$ cat config.mk
export PLATFORM = sky130hd
export DESIGN_NAME = reg_file_flat
export DESIGN_NICKNAME = d
export VERILOG_FILES = /design/src/rtl/reg_file_if.sv /design/src/rtl/reg_file.sv /design/src/flat_wrapper.sv
export SDC_FILE = /design/constraint.sdc
export NUM_CORES = 1
export LEC_CHECK = 0
export ABC_AREA = 0
export ABC_CLOCK_PERIOD_IN_PS = 5700
export CORE_ASPECT_RATIO = 0.8
export CORE_MARGIN = 2
export CORE_UTILIZATION = 60
export CTS_CLUSTER_DIAMETER = 60
export DETAILED_ROUTE_END_ITERATION = 6
export HOLD_SLACK_MARGIN = 0.1
export PLACE_DENSITY = 0.92
export SLEW_MARGIN = 25
export SYNTH_ARGS = -nofsm -noshare
export SYNTH_HDL_FRONTEND = slang
export SYNTH_SLANG_ARGS = --single-unit
$ cat constraint.sdc
create_clock -name clk -period 5.7 [get_ports clk]
set_clock_uncertainty 0.15 [all_clocks]
set_input_delay 0.57 -clock clk [delete_from_list [all_inputs] [get_ports clk]]
set_output_delay 0.57 -clock clk [all_outputs]
set_load 0.05 [all_outputs]
$ cat src/rtl/reg_file_if.sv
// Register-file access bus: two read ports, one write port and the write counter.
// The requester (datapath) uses the master modport and the register file uses the slave modport.
interface reg_file_if #(
    parameter int unsigned DATA_W = 16,
    parameter int unsigned ADDR_W = 3
);
    logic [ADDR_W-1:0] readReg1;
    logic [ADDR_W-1:0] readReg2;
    logic [ADDR_W-1:0] writeReg;
    logic [DATA_W-1:0] writeData;
    logic              regWrite;
    logic [DATA_W-1:0] readData1;
    logic [DATA_W-1:0] readData2;
    logic [DATA_W-1:0] wrCount;

    modport master (
        output readReg1, readReg2, writeReg, writeData, regWrite,
        input  readData1, readData2, wrCount
    );

    modport slave (
        input  readReg1, readReg2, writeReg, writeData, regWrite,
        output readData1, readData2, wrCount
    );
endinterface

$ cat src/rtl/reg_file.sv
// 8 x 16-bit register file: r0 is hardwired to zero and r7 resets to SP_INIT; it counts committed writes.
// Optional macro REG_FILE_BYPASS_EN: a same-cycle write is forwarded (write-through) to any matching read port.
module reg_file #(
    parameter logic [15:0] SP_INIT = 16'h00FF
) (
    input  logic       clk,
    input  logic       rst_n,
    reg_file_if.slave  bus
);
    localparam int unsigned DATA_W   = 16;
    localparam int unsigned ADDR_W   = 3;
    localparam int unsigned NUM_REGS = 8;
    localparam int unsigned SP_IDX   = 7;

    logic [DATA_W-1:0] regs_q [NUM_REGS];
    logic [DATA_W-1:0] regs_d [NUM_REGS];
    logic [DATA_W-1:0] wr_cnt_q;
    logic [DATA_W-1:0] wr_cnt_d;
    logic              wr_en_c;
    logic [DATA_W-1:0] rd1_c;
    logic [DATA_W-1:0] rd2_c;

    // A write commits only outside reset and never targets r0.
    assign wr_en_c = rst_n && bus.regWrite && (bus.writeReg != '0);

    always_comb begin
        regs_d   = regs_q;
        wr_cnt_d = wr_cnt_q;
        if (wr_en_c) begin
            regs_d[bus.writeReg] = bus.writeData;
            wr_cnt_d             = wr_cnt_q + DATA_W'(1);
        end
    end

    always_ff @(posedge clk) begin
        if (!rst_n) begin
            for (int i = 0; i < NUM_REGS; i++) begin
                regs_q[i] <= (ADDR_W'(i) == ADDR_W'(SP_IDX)) ? SP_INIT : '0;
            end
            wr_cnt_q <= '0;
        end else begin
            regs_q   <= regs_d;
            wr_cnt_q <= wr_cnt_d;
        end
    end

    // Read ports are combinational; r0 is forced to zero regardless of storage.
    always_comb begin
        rd1_c = regs_q[bus.readReg1];
        rd2_c = regs_q[bus.readReg2];
`ifdef REG_FILE_BYPASS_EN
        if (wr_en_c && (bus.readReg1 == bus.writeReg)) rd1_c = bus.writeData;
        if (wr_en_c && (bus.readReg2 == bus.writeReg)) rd2_c = bus.writeData;
`endif
        if (bus.readReg1 == '0) rd1_c = '0;
        if (bus.readReg2 == '0) rd2_c = '0;
    end

    assign bus.readData1 = rd1_c;
    assign bus.readData2 = rd2_c;
    assign bus.wrCount   = wr_cnt_q;

endmodule

$ cat src/flat_wrapper.sv
// flat-port wrapper written by rule: the top's interface ports become plain ports
module reg_file_flat 
#(
    parameter logic [15:0] SP_INIT = 16'h00FF
)
  (clk, rst_n, bus_readReg1, bus_readReg2, bus_writeReg, bus_writeData, bus_regWrite, bus_readData1, bus_readData2, bus_wrCount);
  reg_file_if bus_i ();
  input  logic clk;
  input  logic rst_n;
  input wire logic [$bits(bus_i.readReg1)-1:0] bus_readReg1;
  input wire logic [$bits(bus_i.readReg2)-1:0] bus_readReg2;
  input wire logic [$bits(bus_i.writeReg)-1:0] bus_writeReg;
  input wire logic [$bits(bus_i.writeData)-1:0] bus_writeData;
  input wire logic [$bits(bus_i.regWrite)-1:0] bus_regWrite;
  output wire logic [$bits(bus_i.readData1)-1:0] bus_readData1;
  output wire logic [$bits(bus_i.readData2)-1:0] bus_readData2;
  output wire logic [$bits(bus_i.wrCount)-1:0] bus_wrCount;
  assign bus_i.readReg1 = bus_readReg1;
  assign bus_i.readReg2 = bus_readReg2;
  assign bus_i.writeReg = bus_writeReg;
  assign bus_i.writeData = bus_writeData;
  assign bus_i.regWrite = bus_regWrite;
  assign bus_readData1 = bus_i.readData1;
  assign bus_readData2 = bus_i.readData2;
  assign bus_wrCount = bus_i.wrCount;
  reg_file #(.SP_INIT(SP_INIT)) u_core (.clk(clk), .rst_n(rst_n), .bus(bus_i));
endmodule
Yosys cells after proc, flatten, opt, wreduce, memory -nomap -nowiden
Cells that the tools add are included.
{"block": "totals", "ff_bits": 144, "out_inout_bits": 48}
{"block": "op_classes", "n_addsub": 1, "n_lt_le_gt_ge": 4, "mux": 11, "n_bitwise": 3, "n_reduce_logical": 6}
{"operator": "128-bit bitwise mux", "n": 1}
{"operator": "16-bit two-way mux", "n": 7}
{"operator": "16-bit binary-select mux with 3-bit select", "n": 2}
{"operator": "16-bit demux with 3-bit select", "n": 1}
{"operator": "16-bit by 1-bit adder with 16-bit output (second input constant)", "n": 1}
{"operator": "4-bit greater-or-equal comparator (second input constant)", "n": 3}
{"operator": "3-bit NOT with 4-bit output", "n": 3}
{"operator": "3-bit zero test", "n": 2}
{"operator": "4-bit by 1-bit less-than comparator with 1-bit output (second input constant)", "n": 1}
{"operator": "1-bit logical AND", "n": 3}
{"operator": "3-bit nonzero test", "n": 1}

Longest topological paths before layout
{"block": "logic_depth", "word_depth": 6, "depth_mapped": 7, "ltp_nobuf": 5}

Worst setup path after synthesis
No wires, ideal clock.
{"block": "synth_timing", "path_kind": "input to output", "startpoint": "input bus_readReg2[0]", "endpoint": "output bus_readData2[11]", "arrival_ns": 2.398, "setup_slack_ns": 2.582, "cell_stages": 5, "path_buffers": 3, "path_cell_list": "clkbuf_1 buf_1 clkbuf_1 a221oi_1 a21oi_1"}
{"block": "synth_between", "elab_chain_cells": 5}
{"item": "start: declaration", "line": "flat_wrapper.sv:11", "text": "input wire logic [$bits(bus_i.readReg2)-1:0] bus_readReg2;"}
{"item": "3-bit NOT with 4-bit output (not written as such)", "line": "reg_file.sv:50", "text": "rd2_c = regs_q[bus.readReg2];"}
{"item": "16-bit binary-select mux with 3-bit select", "line": "reg_file.sv:50"}
{"item": "16-bit two-way mux (not written as such) (2 in a row)", "line": "reg_file.sv:50"}
{"item": "16-bit two-way mux *", "line": "reg_file.sv:56", "text": "if (bus.readReg2 == '0) rd2_c = '0;"}
{"item": "end: declaration", "line": "flat_wrapper.sv:16", "text": "output wire logic [$bits(bus_i.readData2)-1:0] bus_readData2;"}
Every way passes the cells marked *; elsewhere a longest branch is shown, timed or not. The select of a mux whose other input is x is not followed.

Final worst setup path
{"block": "layout_timing", "startpoint": "input bus_readReg2[1]", "endpoint": "output bus_readData2[10]"}
The elaborated chain is that of the path after synthesis.

==> impl_summary.md <==
Status
The flow ran to the end, but the final reports show violations. The final reports fail on DRC.

Finish
After filler insertion, the fill cell instance count of the layout stands at 616. At the end of the flow, the number of nets in the layout was 829. Registers take 2560 um2. The area growth from synthesis to layout is 21.4%.

The share of final-layout standard cells stronger than drive strength 1 is 0.141. The post-layout instance area is 7750 um2. The number of standard cells in the layout, taps in and fillers out is 953. 0 antenna diodes ended up in the layout.

The multi-input combinational cells in the finished layout cover a total of 3460 um2.

STA
The routed design could run at a clock period as short as 4.45 ns. Setup repair after global routing left no endpoint under its margin. Static timing analysis puts the maximum clock frequency at 0.225 GHz.

Setup violations remaining at the end of the flow were counted as 0. The final total negative setup slack is 0 ns. The worst pin sits at a relative slew slack of 0.348. The final clock period utilization by the worst path is 0.781. The final hold violation count was 0. The slew at the pin closest to its max-slew limit is 0.978 ns. The final-report max-slew violation count is 0.

Clock network
The clock latency at the later pin of the worst-skew pair is 0.42 ns. The number of buffers inserted to repair setup after CTS is 0. Post-CTS repair changed the size of 0 cells.

For this design, the CTS-stage hold fixing added 0 buffers. The number of clock buffers added by TritonCTS is 17. The clock root buffer master is sky130_fd_sc_hd__clkbuf_16. TritonCTS built the clock tree. Clock-pin slew was measured on the worst setup and hold paths at 0.06 ns.

The H-tree generated during clock tree synthesis spans 4 levels. The clock drives 128 sinks. The maximum number of buffers from clock root to sink is 2.

Global route
The maximum number of pins on one net before global-route repair is 52. The first-pass GRT wire length is 34.3 mm. The number of antenna violations at the first check in global routing is 0. For this run, the total global-route usage over all layers was measured as 0.395.

After global routing the overflow that remains totals 0. The number of global-route vias before repair came to 6393.

Yosys
In the synthesized netlist the dominant register cell turns out to be sky130_fd_sc_hd__dfxtp_1. For this run, the register share of the synthesized area comes to 0.401. Counting flops with a built-in enable in the synthesized netlist gives 0. The cell area that synthesis handed to floorplanning was 6390 um2. The number of nets in the synthesized netlist is 785. The synthesized netlist contains 34 unique library cells. In this run the mean area of a mapped cell was 8.45 um2. For this run, the number of Yosys warnings is 0. The register bit total from synthesis is 128. The share of async-settable or async-resettable flops after synthesis is 0. The cell count after synthesis came out at 756.

Hold path
The worst hold path begins at u_core.regs_q[45]. The path class of the lowest-slack min-delay path is reg -> reg. For hold timing, the worst endpoint is u_core.regs_q[45]. The number of cells on the worst hold path is 2.

Critical path
The critical path data arrival time is 3.73 ns. The maximum fanout encountered on the critical timing path is 12. The start-to-end type of the worst setup path is in -> out. The flop-to-flop setup slack is 3.58 ns.

The worst setup path is launched from a primary input. The source of the worst register-to-register timing path is u_core.bus.wrCount[3]. Data on the critical path is required at its endpoint by 4.98 ns. For the worst flop-to-flop path, the logic depth is 4. STA classifies the critical path endpoint as a primary output. The endpoint identified for the worst register-to-register timing path is u_core.bus.wrCount[15].

Detailed routing
The detailed-route wire length per cell is 23.2 um. Summing over every cut layer, the via total after detailed routing is 6581. The post-detailed-route count of antenna-violating nets is 0. In the routed layout, each cell is associated on average with a via count of 6.91. After the first detailed-routing iteration, the DRC count stood at 1302. The first detailed-routing pass took 7 iterations. The post-route DRC violation count is 16. Wires add up to 22.1 mm.

Pwr
Summed over all cells, the static leakage comes to 0.00270 uW. For this design the ratio of total power to cell area is 290 nW/um2. The worst-case IR drop observed on VDD is 247 uV.

Place
The number of buffers inserted by port buffering is 75. The cell count after placement is 921. Summing all placed instances gives a cell area of 7190 um2.

After legalization and detailed placement, the total HPWL measured 13.5 mm. Routability-driven placement finished with a final weighted congestion of 0.931.

Die
The initial utilization of the core area, before any placement, comes to 0.619. The area of the core is 10300 um2. The die is 96.3 um tall.

The site row count is 33. For this design the top-level I/O count stands at 76. The floorplan step defined a die boundary enclosing 11500 um2. The die is 119 um wide.

Run
The tool flagged a number of max-cap violations equal to 0.
-- metrics by stage --
stage	util	hold slack [ns]	power, uW	setup slack (ns)
4_1_cts	0.752	0.321	2230	1.36
6_report	0.751	0.320	2250	1.25
2_1_floorplan	-	0.290	1100	2.58
3_5_place_dp	0.697	0.314	1190	1.37
5_1_grt	0.751	0.341	2290	1.16
3_3_place_gp	0.695	0.298	1180	1.48
-- cell families (layout without fill, tap and decap cells) --
| logic type | count (synthesis) | in the layout | share of synthesized area |
|---|---|---|---|
| AOI/OAI and AO/OA | 171 | 171 | 0.156 |
| xor gates and xnor gates | 9 | 9 | 0.0123 |
| adders and majority gates | 1 | 1 | 0.00196 |
| buffers and inverters | 103 | 160 | 0.0613 |
| DFF | 128 | 128 | 0.401 |
| muxes | 82 | 82 | 0.197 |
| and+or+nand+nor | 262 | 262 | 0.169 |
-- flip-flops by register name (all words and copies together), names as in the netlist --
register and cells:
u_core.bus.wrCount 16, u_core.regs_q 112
-- area by class of cell --
cell class | instances | area share
Timing Repair Buffer | 87 | 0.107
Clock buffer | 26 | 0.0631
Sequential cell | 128 | 0.331
Inverter | 41 | 0.0200
Clock inverter | 6 | 0.0103
Multi-Input combinational cell | 525 | 0.446
Tap cell | 140 | 0.0226
-- report_power, final --
group          switching, uW  internal, uW  total, uW
Sequential              10.6           907        918
Clock                    388           675       1060
Combinational            179          89.6        269
Total                    577          1670       2250
-- synthesized netlist by cell type, types with 6 or more instances --
cell type | number | area [um2]
sky130_fd_sc_hd__a31oi_1 | 8 | 50.1
sky130_fd_sc_hd__a221oi_1 | 32 | 280
sky130_fd_sc_hd__mux2i_1 | 18 | 180
sky130_fd_sc_hd__or3_1 | 7 | 43.8
sky130_fd_sc_hd__mux4_2 | 32 | 721
sky130_fd_sc_hd__inv_1 | 40 | 150
sky130_fd_sc_hd__dfxtp_1 | 128 | 2560
sky130_fd_sc_hd__nand2_1 | 186 | 698
sky130_fd_sc_hd__nor2_1 | 37 | 139
sky130_fd_sc_hd__nand4_1 | 6 | 37.5
sky130_fd_sc_hd__clkbuf_1 | 56 | 210
sky130_fd_sc_hd__mux2_2 | 32 | 360
sky130_fd_sc_hd__a21oi_1 | 125 | 626
sky130_fd_sc_hd__nand3_1 | 6 | 30.0
-- how the worst max path moves through the flow --
| stage | end | startpoint | cells after the start | slack [ns] |
|---|---|---|---|---|
| after global routing | bus_readData2[14] | bus_readReg2[1] | 6 | 1.16 |
| after global placement | bus_readData2[14] | bus_readReg2[1] | 6 | 1.48 |
| after floorplan | bus_readData2[11] | bus_readReg2[0] | 5 | 2.58 |
| after CTS | bus_readData2[14] | bus_readReg2[1] | 6 | 1.36 |
| final | bus_readData2[10] | bus_readReg2[1] | 6 | 1.25 |
| after detailed placement | bus_readData2[14] | bus_readReg2[1] | 6 | 1.37 |
-- worst max-delay path, cell delays in order --
cell and delay, ns:
sky130_fd_sc_hd__clkdlybuf4s50_1 0.91, sky130_fd_sc_hd__nor2b_1 0.68, sky130_fd_sc_hd__buf_4 0.32, sky130_fd_sc_hd__a221oi_1 0.14, sky130_fd_sc_hd__a21oi_1 0.24, sky130_fd_sc_hd__clkdlybuf4s50_1 0.85
-- per-layer routing --
layer  up-vias  part of all wire  global-route usage
li1       2725                 -                   -
met1      3070              0.35               0.488
met2       601              0.45               0.615
met3       185              0.13               0.128
met4         0             0.068               0.231
met5         -                 0                   0
-- placed cells by master, fill, tap and decap left out, drive strengths merged, types with 4 or more instances in the layout --
| master | n |
|---|---|
| a21oi | 125 |
| mux2 | 32 |
| xor2 | 5 |
| a31oi | 8 |
| inv | 40 |
| clkbuf | 26 |
| nor3 | 6 |
| mux2i | 18 |
| nor2 | 37 |
| buf | 16 |
| nand3 | 6 |
| xnor2 | 4 |
| mux4 | 32 |
| a221oi | 32 |
| or3 | 7 |
| clkdlybuf4s50 | 71 |
| clkinv | 5 |
| nand2 | 186 |
| nand4 | 6 |
| dfxtp | 128 |
(Power assumes the default switching activity.)
